File: config.mk
export PLATFORM = sky130hd
export DESIGN_NAME = jt12_lfo_gen
export DESIGN_NICKNAME = d
export VERILOG_FILES = /design/src/rtl/jt12_lfo_gen.sv
export SDC_FILE = /design/constraint.sdc
export NUM_CORES = 1
export LEC_CHECK = 0
export ABC_AREA = 1
export CAP_MARGIN = 15
export CORE_AREA = 2 2 61 63
export DETAILED_ROUTE_END_ITERATION = 8
export DIE_AREA = 0 0 63 65
export MAX_ROUTING_LAYER = met4
export SYNTH_ARGS = -nofsm -noshare
export SYNTH_HDL_FRONTEND = slang
export SYNTH_SLANG_ARGS = --single-unit
File: constraint.sdc
create_clock -name clk -period 1.5 [get_ports clk]
set_clock_uncertainty 0.05 [all_clocks]
set_input_delay 0.225 -clock clk [delete_from_list [all_inputs] [get_ports clk]]
set_output_delay 0.225 -clock clk [all_outputs]
set_load 0.05 [all_outputs]
File: src/rtl/jt12_lfo_gen.sv
// jt12 LFO generator: prescales the sample strobe by the
// register 0x22 rate and produces the LFO phase, PM index and AM level.
module jt12_lfo_gen #(
    parameter int NUM_RATES = 8
) (
    input  logic                         rst_n,
    input  logic                         clk,
    input  logic                         clk_en,
    input  logic                         zero,
    input  logic                         lfo_en,
    input  logic [$clog2(NUM_RATES)-1:0] lfo_freq,
    output logic [6:0]                   lfo_mod,
    output logic [4:0]                   pm_mod,
    output logic [5:0]                   am_mod
);

    logic [6:0] r_cnt;
    logic [6:0] r_mod;
    logic [6:0] w_limit;
    logic       w_step;

    // Rate table: strobes per phase step, minus one.
    always_comb begin
        w_limit = 7'd107;
        unique case (lfo_freq)
            3'd0:    w_limit = 7'd107;
            3'd1:    w_limit = 7'd76;
            3'd2:    w_limit = 7'd70;
            3'd3:    w_limit = 7'd66;
            3'd4:    w_limit = 7'd61;
            3'd5:    w_limit = 7'd43;
            3'd6:    w_limit = 7'd7;
            3'd7:    w_limit = 7'd4;
            default: w_limit = 7'd107;
        endcase
    end

    // >= so a rate change below the current count steps at once.
    assign w_step = r_cnt >= w_limit;

    // Prescaler and phase counter; disable clears both.
    always_ff @(posedge clk or negedge rst_n) begin
        if (!rst_n) begin
            r_cnt <= 7'd0;
            r_mod <= 7'd0;
        end else if (clk_en) begin
            if (!lfo_en) begin
                r_cnt <= 7'd0;
                r_mod <= 7'd0;
            end else if (zero) begin
                if (w_step) begin
                    r_cnt <= 7'd0;
                    r_mod <= r_mod + 7'd1;
                end else begin
                    r_cnt <= r_cnt + 7'd1;
                end
            end
        end
    end

    assign lfo_mod = r_mod;
    assign pm_mod  = r_mod[6:2];
    assign am_mod  = r_mod[6] ? r_mod[5:0] : ~r_mod[5:0];

endmodule
After elaboration in Yosys (flattened, before gate mapping):

Memory sizes are Yosys's and may differ from the RTL's.
Cells that the tools add are included.

* $add $sub $neg: 2
* multipliers: 0
* divide/modulo/power cells: 0
* magnitude comparators: 1
* eq/ne operators: 2
* shift-type cells: 0
* multiplexer cells: 7
* bitwise operators: 1
* reduce and logical (&&, ||, !) cells: 2

Operators with widths (number)
* 7-bit 2-to-1 mux: 6
* 7-bit by 1-bit adder with 7-bit output (second input constant): 2
* 7-bit greater-or-equal comparator: 1
* 6-bit 2-to-1 mux: 1
* 6-bit NOT: 1
* 3-bit AND reduction: 1
* 2-bit by 1-bit inequality test with 1-bit output (second input constant): 1
* 2-bit inequality test (second input constant): 1
* 2-bit AND reduction: 1

* register bits after elaboration: 14
* bits in latches: 0
* bits in writable memories: 0
* ROM bits: 56
* bits of input ports: 8
* output and inout port bits: 18
* memories kept: 1

Memories
* (name not given): depth 8, bits a word 7, read ports 1, clocked after memory_dff 0, wr ports 0, RTL line 25 `unique case (lfo_freq)`

Depth between registers and ports, before layout:

Gate-level depths: netlist of run 1.
An unclocked memory read counts as a cell.

* depth in word-level cells: 5
* gate-level depth with buffers: 14
* mapped depth without buffers: 14

Worst setup path before layout of run 1:

No wires, ideal clock.

* kind: flip-flop to output port
* start: register r_mod[6] (netlist: lfo_mod[6])
* end: output am_mod[0]
* data arrival time: 1.661 ns
* path slack: -0.436 ns
* stages on the path, launching flop included: 3
* buffers on the path: 1
* path through: dfrtp_1 > buf_2 > xnor2_1

* longest elaborated chain between the ends: 1

Ends and longest elaborated chain
* from (decl): RTL line 18 `logic [6:0] r_mod;`
* from (signal assigned): RTL line 53 `r_mod <= r_mod + 7'd1;`
* 6-bit 2-to-1 mux: RTL line 63 `assign am_mod = r_mod[6] ? r_mod[5:0] : ~r_mod[5:0];`
* to (decl): RTL line 14 `output logic [5:0] am_mod`

No other way between the ends.

Worst setup path in the final report of run 1:

* start: register r_mod[6] (netlist: lfo_mod[6])
* end: output am_mod[2]

The elaborated chain is that of the path after synthesis.

==> run metrics, run 1 <==
maximum net fanout on the critical path 4; TritonCTS clock tree built; Nets ~240; synth warn 0; worst rel slew slack 79.4%; Ant. Diodes 0; Routed Antenna Nets 0; Initial Util around 33%; CTS clk-pin slew, worst paths 90 ps; total grt overflow 0; post-layout worst setup margin -52.1 ps; CP endpoint kind primary output; worst path required time 1220 ps; largest family of logic cells by synthesized area simple AND/OR/NAND/NOR gates; Max-Cap Viols 0; Worst R2R Start r_cnt[2]; Synth Area in Simple Gates between 30% and 40%; share of cells above drive strength 1 between 50% and 60%; Row Count 22; register area share after synthesis 30.2%; Avg Cell Area, Syn 7.21 um2; first-pass GRT wire length 5330 um; #FFs+latches synth 14; worst slew pin tran slightly above 300 ps; final wirelength 3480 um; Post-Synthesis Cells around 160; drt drc 0; GP Congestion 0.831; Worst EP arrival 1280 ps; via count of the first global-routing pass 1,196; via/cell ratio 4.76; LEAKAGE ~0.0010 uW; CTS Buf Count 3; Critical Path Sink am_mod[2]; final hold violations 0; largest net degree at the start of global routing 15; RSZ-0062 raised after global routing true; status finished with violations; r2r endpoint lfo_mod[6]; die height 65 um; PD cells about 670 nW/um2; syn_nets 182; Core Box Area between 3000 and 4000 um2; synthesized area ~1200 um2; routed vias 1,246; post-synthesis adder-cell area fraction 14.0%; Detailed Routing Iterations Pass 1 4; Initial DRC Count 24; PortBufs 25; FMAX 644 MHz; Horiz. Die Dim 63 um; Hold WC Path Type in -> async; IR drop worst, VDD between 0.4 and 0.5 mV; Max Buffers Root-to-Sink 2; failing checks negative setup slack; GR Util All Layers 17.0%; endpoints failing setup 16; Reg2Reg Depth 10; clk_lat worst skew 290 ps; Final Core Density 67.4%; post-synth cell types 20; Post-CTS Hold Fix Bufs 0; Layout fillers between 200 and 300; placed inst area 1920 um2; Die ar. approximately 4000 um2; post-synthesis mux area share 0%; startpoint types register; Tcrit/Tclk final 103%; HPWL after DPL ~2300 um; clk root buf clkbuf_4; max-slew violations 0; Layout area overhead 103%; Worst Setup SP lfo_mod[6]; Synth Area in Compound Gates 4.53%; fin crit period about 1600 ps; R2R setup slack -30 ps; Avg WL per Cell 13.3 um; I/O pin total 26; CTS H-tree lvls 1; Post-Synth XOR/XNOR Area 8.30%; Sinks on Clock Net 14; initial antenna violation count 0; fin area 2360 um2; Crit Path Class reg -> out
area by class of cell:
class	count	area [um2]	share of cell area (%)
Multi-Input combinational cell	124	1100	46.6
Timing Repair Buffer	56	716	30.4
Sequential cell	14	362	15.3
Inverter	16	85.1	3.61
Tap cell	48	60.1	2.55
Clock buffer	4	36.3	1.54
worst max-delay path: stages (launching register included):
cell and delay, ps:
dfrtp_4 510, buf_12 160, xnor2_4 150, buf_12 150
flip-flops by register name, indices dropped and copies added (netlist names):
name / flops
r_cnt: 7
lfo_mod: 7
synthesized netlist by cell type:
| master | n | area, um2 |
|---|---|---|
| o21ai_0 | 4 | 20.0 |
| ha_1 | 13 | 163 |
| nand3b_1 | 1 | 7.51 |
| clkbuf_1 | 2 | 7.51 |
| nor2_1 | 15 | 56.3 |
| dfrtp_1 | 14 | 350 |
| inv_1 | 13 | 48.8 |
| nand4_1 | 2 | 12.5 |
| inv_2 | 3 | 11.3 |
| xor2_1 | 4 | 35.0 |
| nor2_2 | 4 | 25.0 |
| buf_2 | 2 | 10.0 |
| a21o_1 | 1 | 7.51 |
| nand2_2 | 2 | 12.5 |
| nand2_4 | 2 | 22.5 |
| xnor2_1 | 7 | 61.3 |
| nand2_1 | 50 | 188 |
| a21oi_1 | 5 | 25.0 |
| nand3_1 | 12 | 60.1 |
| buf_4 | 5 | 37.5 |
cells by family (layout without fill, tap and decap cells):
group | after synthesis | count (layout)
buf+inv | 25 | 76
flops | 14 | 14
fa+ha+maj | 13 | 13
xor+xnor | 11 | 11
simple gates | 88 | 90
compound gates | 10 | 10
where the power goes:
part | internal, uW | switching (uW) | total (uW)
Combinational | 406 | 443 | 848
Sequential | 411 | 46.8 | 458
Clock | 148 | 132 | 280
Total | 965 | 622 | 1590
per-stage QoR:
stage          power, uW  setup TNS (ps)  setup slack [ps]  hold WS (ps)  cells
4_1_cts             1490           -1700              -129           193    259
6_report            1590            -503             -52.1           188    262
3_3_place_gp        1160          -11060              -813           490    246
2_1_floorplan        838            -465             -48.4          -121    161
5_1_grt             1680           -1380             -99.9           189    262
3_5_place_dp        1170          -12350              -912           506    246
cells in the final DEF, fill, tap and decap left out, drive strengths merged, types with 5 or more instances in the layout:
cell type	netlist	routed
dfrtp	14	14
nor2	19	19
nand3	12	12
buf	7	51
a21oi	5	5
clkbuf	2	5
inv	16	16
xnor2	7	7
ha	13	13
nand2	54	56
worst min-delay path by stage:
stage | start | endpoint | depth (start not counted) | slack [ps]
after floorplan | rst_n | lfo_mod[0] | 0 | -120
after global placement | r_cnt[0] | r_cnt[0] | 3 | 490
after detailed placement | rst_n | r_cnt[3] | 2 | 510
after CTS | rst_n | r_cnt[3] | 2 | 190
after global routing | rst_n | r_cnt[5] | 2 | 190
final | rst_n | r_cnt[5] | 2 | 190
timing repair:
item | CTS | global route
gates resized for setup | 35 | 51
buffers inserted | 7 | 4
endpoints found under the setup margin | 22 | 26
pin swaps | 17 | 25
gates cloned | 2 | 0
layer usage:
metal / track usage (%) / share of wire [%] / vias to the layer above
met2: 33.4 / 57 / 33
met5: - / 0 / -
met1: 16.9 / 38 / 595
li1: - / - / 612
met3: 2.43 / 3.5 / 6
met4: 6.39 / 1.6 / 0
(Power assumes the default switching activity.)
==> inputs of run 2 (changes only) <==
--- a/config.mk
+++ b/config.mk
@@ -6,11 +6,13 @@
 export NUM_CORES = 1
 export LEC_CHECK = 0
 export ABC_AREA = 1
+export ABC_CLOCK_PERIOD_IN_PS = 1500
 export CAP_MARGIN = 15
 export CORE_AREA = 2 2 61 63
 export DETAILED_ROUTE_END_ITERATION = 8
 export DIE_AREA = 0 0 63 65
 export MAX_ROUTING_LAYER = met4
+export SLEW_MARGIN = 40
 export SYNTH_ARGS = -nofsm -noshare
 export SYNTH_HDL_FRONTEND = slang
 export SYNTH_SLANG_ARGS = --single-unit
==> results of run 2 <==
Same layout as run 1: the final DEF is identical, and so are final timing and power.
==> inputs of run 3 (changes only) <==
--- a/config.mk
+++ b/config.mk
@@ -12,6 +12,7 @@
 export DETAILED_ROUTE_END_ITERATION = 8
 export DIE_AREA = 0 0 63 65
 export MAX_ROUTING_LAYER = met4
+export SKIP_LAST_GASP = 1
 export SLEW_MARGIN = 40
 export SYNTH_ARGS = -nofsm -noshare
 export SYNTH_HDL_FRONTEND = slang
==> run 3 against run 2 <==
  * The run still ends with negative setup slack left
  * Utilization down 0.14 points
  * Clock-buffer cell count unchanged
  * Non-clock buffer count unchanged
  * Cell area down 0.21%
  * Combinational power about the same
  * Global-route usage unchanged
  * Critical path depth up 11
  * Critical path type is now in -> reg
  * Critical endpoint is now lfo_mod[6]
  * Largest cell class unchanged
  * Highest routed layer unchanged
==> run metrics, run 3 (synthesis gave the netlist of run 1 again) <==
Initial Util 33.2%; PD cells 674 nW/um2; FMAX around 640 MHz; Avg WL per Cell 13.0 um; Crit path max-delay family simple AND/OR/NAND/NOR gates; HPWL after DPL 2310 um; Crit path buffers/inverters 2; Post-CTS Hold Fix Bufs 0; LEAKAGE between 0.001 and 0.0015 uW; Ant. Diodes 0; critical path's largest stage delay ~270 ps; Core Box Area 3500 um2; TritonCTS clock tree built; max-slew violations 0; failing checks negative setup slack; Horiz. Die Dim 63 um; maximum net fanout on the critical path 6; worst path cell trace buf_6 > ha_1 > nand2_1 > o21ai_4 > ha_4 > nand2_1 > inv_1 > nand2_1 > nand2_2 > nand2_4 > nand2_8 > nand2_8 > nand2_2 > nand2_1; Hold Worst Slack 187 ps; Layout area overhead 103%; post-layout worst setup margin -59.5 ps; PortBufs 25; CTS Buf Count 3; commonest non-fill, non-tap cell in the layout nand2_1; Critical Path Sink lfo_mod[6]; Max-Cap Viols 0; Crit. path cell count 14; via count of the first global-routing pass about 1,200; multi-input logic area between 1000 and 1500 um2; status finished with violations; slowest cell on the critical path ha_4; fin area 2350 um2; CTS clk-pin slew, worst paths around 90 ps; I/O pin total 26; Tcrit/Tclk final 104%; final wirelength 3420 um; Worst EP arrival about 1700 ps; placed inst area 1920 um2; routed vias ~1,200; CP endpoint kind register; R2R setup slack -30 ps; Layout fillers 260; Detailed Routing Iterations Pass 1 4; GR Util All Layers 17.0%; via/cell ratio 4.71; clk root buf clkbuf_4; Max Buffers Root-to-Sink 2; most used cell, CP nand2_1; Row Count 22; initial antenna violation count 0; total grt overflow 0; Reg area roughly 360 um2; worst slew pin tran 308 ps; clk_lat worst skew 290 ps; GP Congestion slightly above 0.8; largest net degree at the start of global routing 15; startpoint types input port; r2r endpoint lfo_mod[6]; share of cells above drive strength 1 58.4%; first-pass GRT wire length roughly 5300 um; commonest cells after routing, fill and taps aside nand2_1 (35), buf_4 (22), buf_12 (20), nand2_2 (12); Crit Path Class in -> reg; Sinks on Clock Net 14; Worst R2R Start r_cnt[2]; IR drop worst, VDD ~0.42 mV; Reg2Reg Depth 10; die height 65 um; final hold violations 0; Nets 236; Routed Antenna Nets 0; Die ar. 4100 um2; CTS H-tree lvls 1; worst path required time 1640 ps; endpoints failing setup 17; fin crit period 1560 ps; worst rel slew slack 79.5%; drt drc 0; total power 1590 uW; Worst Setup SP lfo_freq[0]; Initial DRC Count 19; Hold WC Path Type in -> async; RSZ-0062 raised after global routing true; Setup WS pre-CTS -912 ps
run 3: routing by layer:
metal  up-vias  routed length [um]  global-route usage (%)  part of all wire [%]
li1        614                   -                       -                     -
met1       586                1270                    16.9                    37
met2        29                1970                    33.4                    58
met3         6                 116                    2.43                   3.4
met4         0                  53                    6.39                   1.6
met5         -                   0                       -                     0
run 3: area by class of cell:
| cell class | instances | share of cell area, % |
|---|---|---|
| clock buffer | 4 | 1.54 |
| inverter | 16 | 3.62 |
| multi-input combinational | 124 | 46.5 |
| sequential | 14 | 15.4 |
| tap | 48 | 2.55 |
| timing repair buffer | 56 | 30.4 |
run 3: power by group:
group          leakage (uW)  internal (uW)  switching [uW]
clock network     0.0000210            148             133
registers          0.000180            411            46.1
logic              0.000839            406             442
run 3: what timing repair did:
item | 4_1_cts | 5_1_grt
pin swaps | 17 | 25
buffers inserted | 7 | 4
gates resized for setup | 35 | 50
gates cloned | 2 | 0
endpoints found under the setup margin | 22 | 26
run 3: metrics by stage:
| stage | utilization (%) | cells | setup TNS [ps] |
|---|---|---|---|
| after floorplan | - | 161 | -465 |
| after detailed placement | 54.8 | 246 | -12350 |
| final | 67.3 | 262 | -607 |
| after global placement | 54.8 | 246 | -11060 |
| after CTS | 60.5 | 259 | -1700 |
| after global routing | 67.3 | 262 | -1380 |
run 3: how the worst min path moves through the flow:
stage | slack [ps] | to | start
detailed placement | 510 | r_cnt[3] | rst_n
finish | 190 | r_cnt[5] | rst_n
global placement | 490 | r_cnt[0] | r_cnt[0]
global route | 190 | r_cnt[4] | rst_n
CTS | 190 | r_cnt[3] | rst_n
floorplan | -120 | lfo_mod[0] | rst_n
